===== config.mk =====
export PLATFORM = sky130hd
export DESIGN_NAME = mixer_pipelined_flat
export DESIGN_NICKNAME = d
export VERILOG_FILES = /design/src/rtl/mixer_pipelined_if.sv /design/src/rtl/mixer_pipelined.sv /design/src/flat_wrapper.sv
export SDC_FILE = /design/constraint.sdc
export NUM_CORES = 1
export LEC_CHECK = 0
export CAP_MARGIN = 20
export CORE_MARGIN = 1.5
export CORE_UTILIZATION = 59
export DETAILED_ROUTE_END_ITERATION = 8
export PLACE_DENSITY = 0.82
export SLEW_MARGIN = 20
export SYNTH_ARGS = -nofsm -noshare
export SYNTH_HDL_FRONTEND = slang
export SYNTH_SLANG_ARGS = --single-unit

===== constraint.sdc =====
create_clock -name clk -period 2.5 [get_ports clk]
set_input_delay 0.25 -clock clk [delete_from_list [all_inputs] [get_ports clk]]
set_output_delay 0.25 -clock clk [all_outputs]
set_load 0.1 [all_outputs]

===== src/rtl/mixer_pipelined_if.sv =====
// mixer_pipelined_if: sample-stream bundle between the voice generators, the
// mixer and the codec serialiser.
//
// Handshake: valid-only, no ready. A sample set is transferred on every rising
// clk edge where in_valid (resp. out_valid) is 1; the receiver must accept it
// in that cycle, there is no backpressure.
interface mixer_pipelined_if #(
    parameter int NUM_CH = 4,
    parameter int IN_W   = 8,
    parameter int GAIN_W = 4,
    parameter int OUT_W  = 16
);
    logic                     in_valid;
    logic [NUM_CH*IN_W-1:0]   audio_in;
    logic [NUM_CH*GAIN_W-1:0] gain;
    logic [NUM_CH-1:0]        ch_mute;
    logic                     out_valid;
    logic [OUT_W-1:0]         mix_out;
    logic                     clip;

    // Producer side: drives samples, observes the mixed result.
    modport master (
        output in_valid, audio_in, gain, ch_mute,
        input  out_valid, mix_out, clip
    );

    // Mixer side.
    modport slave (
        input  in_valid, audio_in, gain, ch_mute,
        output out_valid, mix_out, clip
    );
endinterface


===== src/rtl/mixer_pipelined.sv =====
// mixer_pipelined: N-channel audio mixer. Per-channel gain (2 fractional bits)
// and mute, registered binary adder tree, saturation to OUT_W. A valid bit
// travels alongside the data; latency is log2(NUM_CH)+2 cycles, one sample set
// per cycle throughput.
//
// Optional macro MIXER_PEAK_HOLD_EN adds the peak/peak_clr ports and a
// peak-hold register on the output.
module mixer_pipelined #(
    parameter int NUM_CH = 4,
    parameter int IN_W   = 8,
    parameter int GAIN_W = 4,
    parameter int OUT_W  = 16
) (
    input  logic             clk,
    input  logic             resetn,
    mixer_pipelined_if.slave bus
`ifdef MIXER_PEAK_HOLD_EN
    ,
    input  logic             peak_clr,
    output logic [OUT_W-1:0] peak
`endif
);

    localparam int L   = $clog2(NUM_CH);     // adder tree depth
    localparam int PRW = IN_W + GAIN_W;      // raw product width
    localparam int PW  = IN_W + GAIN_W - 2;  // product width after >>2
    localparam int S   = PW + L;             // full sum width

    // Reject configurations the tree or the output stage cannot handle.
    if ((NUM_CH < 2) || (NUM_CH > 16) || ((NUM_CH & (NUM_CH - 1)) != 0)) begin : g_bad_num_ch
        $error("mixer_pipelined: NUM_CH must be a power of two in 2..16");
    end
    if (OUT_W < IN_W) begin : g_bad_out_w
        $error("mixer_pipelined: OUT_W must be >= IN_W");
    end

    // Level 0 is the gain stage, levels 1..L are the adder tree. Level lv holds
    // NUM_CH>>lv partial sums of width PW+lv, so no level can overflow.
    for (genvar lv = 0; lv <= L; lv++) begin : lvl
        localparam int W = PW + lv;
        localparam int N = NUM_CH >> lv;
        logic [W-1:0] s_q [N];

        if (lv == 0) begin : g_gain
            logic [PRW-1:0] prod [NUM_CH];

            // Full-width sample*gain product per channel.
            always_comb begin
                for (int k = 0; k < NUM_CH; k++) begin
                    prod[k] = PRW'(bus.audio_in[k*IN_W +: IN_W]) *
                              PRW'(bus.gain[k*GAIN_W +: GAIN_W]);
                end
            end

            // Drop the two fractional bits (truncate) and apply mute.
            always_ff @(posedge clk or negedge resetn) begin
                if (!resetn) begin
                    for (int k = 0; k < NUM_CH; k++) s_q[k] <= '0;
                end else begin
                    for (int k = 0; k < NUM_CH; k++) begin
                        s_q[k] <= bus.ch_mute[k] ? '0 : W'(prod[k] >> 2);
                    end
                end
            end
        end else begin : g_add
            // Sum adjacent pairs of the previous level, one bit wider.
            always_ff @(posedge clk or negedge resetn) begin
                if (!resetn) begin
                    for (int j = 0; j < N; j++) s_q[j] <= '0;
                end else begin
                    for (int j = 0; j < N; j++) begin
                        s_q[j] <= W'(lvl[lv-1].s_q[2*j]) + W'(lvl[lv-1].s_q[2*j+1]);
                    end
                end
            end
        end
    end

    logic [S-1:0]     sum;
    logic [OUT_W-1:0] mix_d;
    logic             clip_d;

    assign sum = lvl[L].s_q[0];

    // Saturate only when the sum can actually exceed the output range.
    if (S > OUT_W) begin : g_sat
        logic over;
        assign over   = |sum[S-1:OUT_W];
        assign mix_d  = over ? '1 : sum[OUT_W-1:0];
        assign clip_d = over;
    end else begin : g_nosat
        assign mix_d  = OUT_W'(sum);
        assign clip_d = 1'b0;
    end

    // vld_q[i] marks the data held in level i; vld_q[L+1] is out_valid.
    logic [L+1:0]     vld_q;
    logic [OUT_W-1:0] mix_q;
    logic             clip_q;

    // Valid chain shifts every cycle; the output register only captures a
    // result when the tree's last level holds a valid sample.
    always_ff @(posedge clk or negedge resetn) begin
        if (!resetn) begin
            vld_q  <= '0;
            mix_q  <= '0;
            clip_q <= 1'b0;
        end else begin
            vld_q <= {vld_q[L:0], bus.in_valid};
            if (vld_q[L]) begin
                mix_q  <= mix_d;
                clip_q <= clip_d;
            end
        end
    end

    assign bus.out_valid = vld_q[L+1];
    assign bus.mix_out   = mix_q;
    assign bus.clip      = clip_q;

`ifdef MIXER_PEAK_HOLD_EN
    logic [OUT_W-1:0] peak_q;

    // Track the largest emitted sample; a clear wins over a same-cycle capture.
    always_ff @(posedge clk or negedge resetn) begin
        if (!resetn) begin
            peak_q <= '0;
        end else if (peak_clr) begin
            peak_q <= '0;
        end else if (vld_q[L+1] && (mix_q > peak_q)) begin
            peak_q <= mix_q;
        end
    end

    assign peak = peak_q;
`endif

endmodule


===== src/flat_wrapper.sv =====
// flat-port wrapper written by rule: the top's interface ports become plain ports
module mixer_pipelined_flat 
#(
    parameter int NUM_CH = 4,
    parameter int IN_W   = 8,
    parameter int GAIN_W = 4,
    parameter int OUT_W  = 16
)
  (clk, resetn, bus_in_valid, bus_audio_in, bus_gain, bus_ch_mute, bus_out_valid, bus_mix_out, bus_clip);
  mixer_pipelined_if #(.NUM_CH(NUM_CH), .IN_W(IN_W), .GAIN_W(GAIN_W), .OUT_W(OUT_W)) bus_i ();
  input  logic clk;
  input  logic resetn;
  input wire logic [$bits(bus_i.in_valid)-1:0] bus_in_valid;
  input wire logic [$bits(bus_i.audio_in)-1:0] bus_audio_in;
  input wire logic [$bits(bus_i.gain)-1:0] bus_gain;
  input wire logic [$bits(bus_i.ch_mute)-1:0] bus_ch_mute;
  output wire logic [$bits(bus_i.out_valid)-1:0] bus_out_valid;
  output wire logic [$bits(bus_i.mix_out)-1:0] bus_mix_out;
  output wire logic [$bits(bus_i.clip)-1:0] bus_clip;
  assign bus_i.in_valid = bus_in_valid;
  assign bus_i.audio_in = bus_audio_in;
  assign bus_i.gain = bus_gain;
  assign bus_i.ch_mute = bus_ch_mute;
  assign bus_out_valid = bus_i.out_valid;
  assign bus_mix_out = bus_i.mix_out;
  assign bus_clip = bus_i.clip;
  mixer_pipelined #(.NUM_CH(NUM_CH), .IN_W(IN_W), .GAIN_W(GAIN_W), .OUT_W(OUT_W)) u_core (.clk(clk), .resetn(resetn), .bus(bus_i));
endmodule

==> out/qor.yml <==
irDropWorstVdd_v: 0.000574
arrival_ps: 2850
antennaDiodeCount: 0
end_kind: "flop"
initial_core_util_pct: 61.0
place_area_um2: 9120
grt_pass1_wl_um: 29100
status: "finished, violations left"
reg2reg_slack_ps: 320
p_total_mw: 8.06
synthTopCellsByCount: "ha_1, dfrtp_1, and2_1"
cts_buffers: 9
ys_seq_area_share_pct: 30.4
ff_latch_area_um2: 2250
row_count: 40
vias_per_cell: 5.68
finClkSkew_ps: 4.85
cp_max_fo: 4
cap_violations: 0
synthDistinctLibCells: 44
setup_ws_ps: -126
setup_viol: 10
synth_top_area_share_pct: 30.4
p_leak_nw: 4.89
worstSetupStartpoint: "bus_audio_in[28]"
overflow: 0
ys_ff_latch: 90
yosysTopAreaCell: "dfrtp_1"
yosys_warnings: 0
dieArea_um2: 13300
synth_top_family_by_area: "adder cells"
track_usage_pct: 27.7
worst_pin_slew_ps: 693
layout.cells.non_filler: 1093
grt_max_degree: 58
min_from: "u_core.vld_q[1]"
synth_enable_flop_cells: 0
syn-instance-count: 753
antenna_found_initial: 1
synth_compound_area_share_pct: 11.0
fillerInstances: 687
fin_area_um2: 9950
synth.most_common_cell: "ha_1"
ios: 73
syn_area_um2: 7420
synthAdderAreaFrac_pct: 29.1
required_ps: 2720
htreeDepth: 3
vias: 6207
die_h_um: 115
clk_latency_ps: 350
fin_hold_ws_ps: 351
area_growth_pct: 34.2
synth-simple-area-share_pct: 18.3
final.setup.tns_ps: -694
cts_tree: "yes"
io_buffers: 67
routedWlPerCell_um: 16.9
drive_above_1_share_pct: 34.8
reg2reg_from: "u_core.lvl[0].s_q[20]"
drt-total-wl_um: 18500
clk_path_buf_depth: 2
nets: 1117
synth_area_leaders: "dfrtp_1, ha_1, fa_1"
clkSlewWorstSetupHoldPaths_ps: 60
syn_avg_cell_area_um2: 9.85
synth-xor-area-share_pct: 4.37
hold_viol_final: 0
criticalPathCategory: "in -> reg"
slew_viol_final: 0
coreArea_um2: 12200
yosys-mux-area-fraction_pct: 1.96
dp_cells: 1061
first_iter_violations: 356
rsz0062_at_grt: "yes"
gp_congestion: 0.887
powerDensity_nw_per_um2: 810
grt_pass1_vias: 6452
clock_sinks: 90
cts-root-buf: "clkbuf_16"
max_freq_ghz: 0.381
ant_nets: 0
multiInputGateArea_um2: 5510
dp_hpwl_um: 12900
synthFlopType: "dfrtp_1"
slew_headroom_pct: 53.8
hp-class: "reg -> reg"
period_share_pct: 105
violations: "setup timing"
async_flop_share_pct: 100
drcViolationCount: 0
post-route-min-period_ps: 2630
die_x_um: 115
cp-start-kind: "input pin"
dr.pass1.iters: 4
worst max-delay path, cell delays in order:
cell and delay, ps:
clkdlybuf4s15_2 210, and2_4 170, fa_1 480, inv_1 60, fa_1 540, inv_1 70, ha_4 260, o21ai_4 150
o21ai_1 110, a31oi_1 270, xor2_1 220, nor2_1 60
repair_timing:
item | 4_1_cts | 5_1_grt
resized for setup | 245 | 60
hold buffers | 1 | 0
setup buffers | 8 | 7
endpoints found under the hold margin | 56 | 0
setup endpoints to repair | 30 | 19
pin swaps | 81 | 79
per-stage QoR:
step	setup WS (ps)	util, %
after floorplan	-54.2	-
after global placement	-727	75.0
after detailed placement	-839	75.0
after CTS	-43.6	80.0
after global routing	-251	81.8
final	-126	81.8
final timing paths:
check | cells after the start | endpoint
hold / removal | 0 | u_core.vld_q[2]
hold reg to reg | 0 | u_core.vld_q[2]
min in group asynchronous | 2 | u_core.lvl[2].s_q[1]
setup reg to reg | 8 | u_core.lvl[1].s_q[21]
setup / recovery | 12 | u_core.lvl[0].s_q[8]
max in group asynchronous | 3 | u_core.lvl[0].s_q[32]
kinds of logic after synthesis:
| logic type | count (synthesis) |
|---|---|
| DFF | 90 |
| AOI/OAI and AO/OA | 125 |
| other | 1 |
| xor gates and xnor gates | 37 |
| muxes | 13 |
| and+or+nand+nor | 253 |
| buffers and inverters | 92 |
| adders and majority gates | 142 |
final cells by class:
class	instances	area share (%)
inverters	82	3.09
well taps	168	2.11
flip-flops and latches	90	22.6
clock buffers	11	2.54
multi-input cells	575	55.4
clock inverters	5	0.604
repair buffers	162	13.7
sequential cells by signal, indices dropped and copies added, names as in the netlist:
| signal | cells |
|---|---|
| u_core.vld_q | 4 |
| u_core.lvl.s_q | 74 |
| u_core.bus.mix_out | 12 |
power by group:
part           internal, mW  switching (mW)  total [mW]
combinational          1.92            2.62        4.54
sequential             1.92           0.193        2.12
clock                 0.832           0.575        1.41
cell usage in the layout, fill, tap and decap left out, types with 10 or more instances in the layout:
cell type,Yosys,final
xnor2_1,18,18
nor2b_1,12,12
nand2_1,39,29
o21a_1,13,13
clkdlybuf4s50_1,0,11
ha_4,0,21
inv_1,82,61
and2_1,88,53
xor2_1,19,19
o21ai_0,21,10
buf_2,0,11
nand3_1,19,12
and2_4,0,35
a21oi_2,2,13
inv_2,0,21
a21oi_1,34,21
buf_4,5,105
mux2_2,12,12
buf_6,0,13
fa_1,51,44
dfrtp_1,90,90
nor3_1,23,19
ha_1,91,68
nor2_1,36,34
per-layer routing:
layer | global-route usage, % | part of all wire [%] | vias to the layer above
li1 | - | - | 2873
met5 | 0 | 0 | -
met1 | 32.2 | 40 | 3089
met4 | 8.64 | 2.6 | 0
met3 | 3.11 | 3.9 | 49
met2 | 53.2 | 54 | 196
Power figures use the tool's default switching activity.
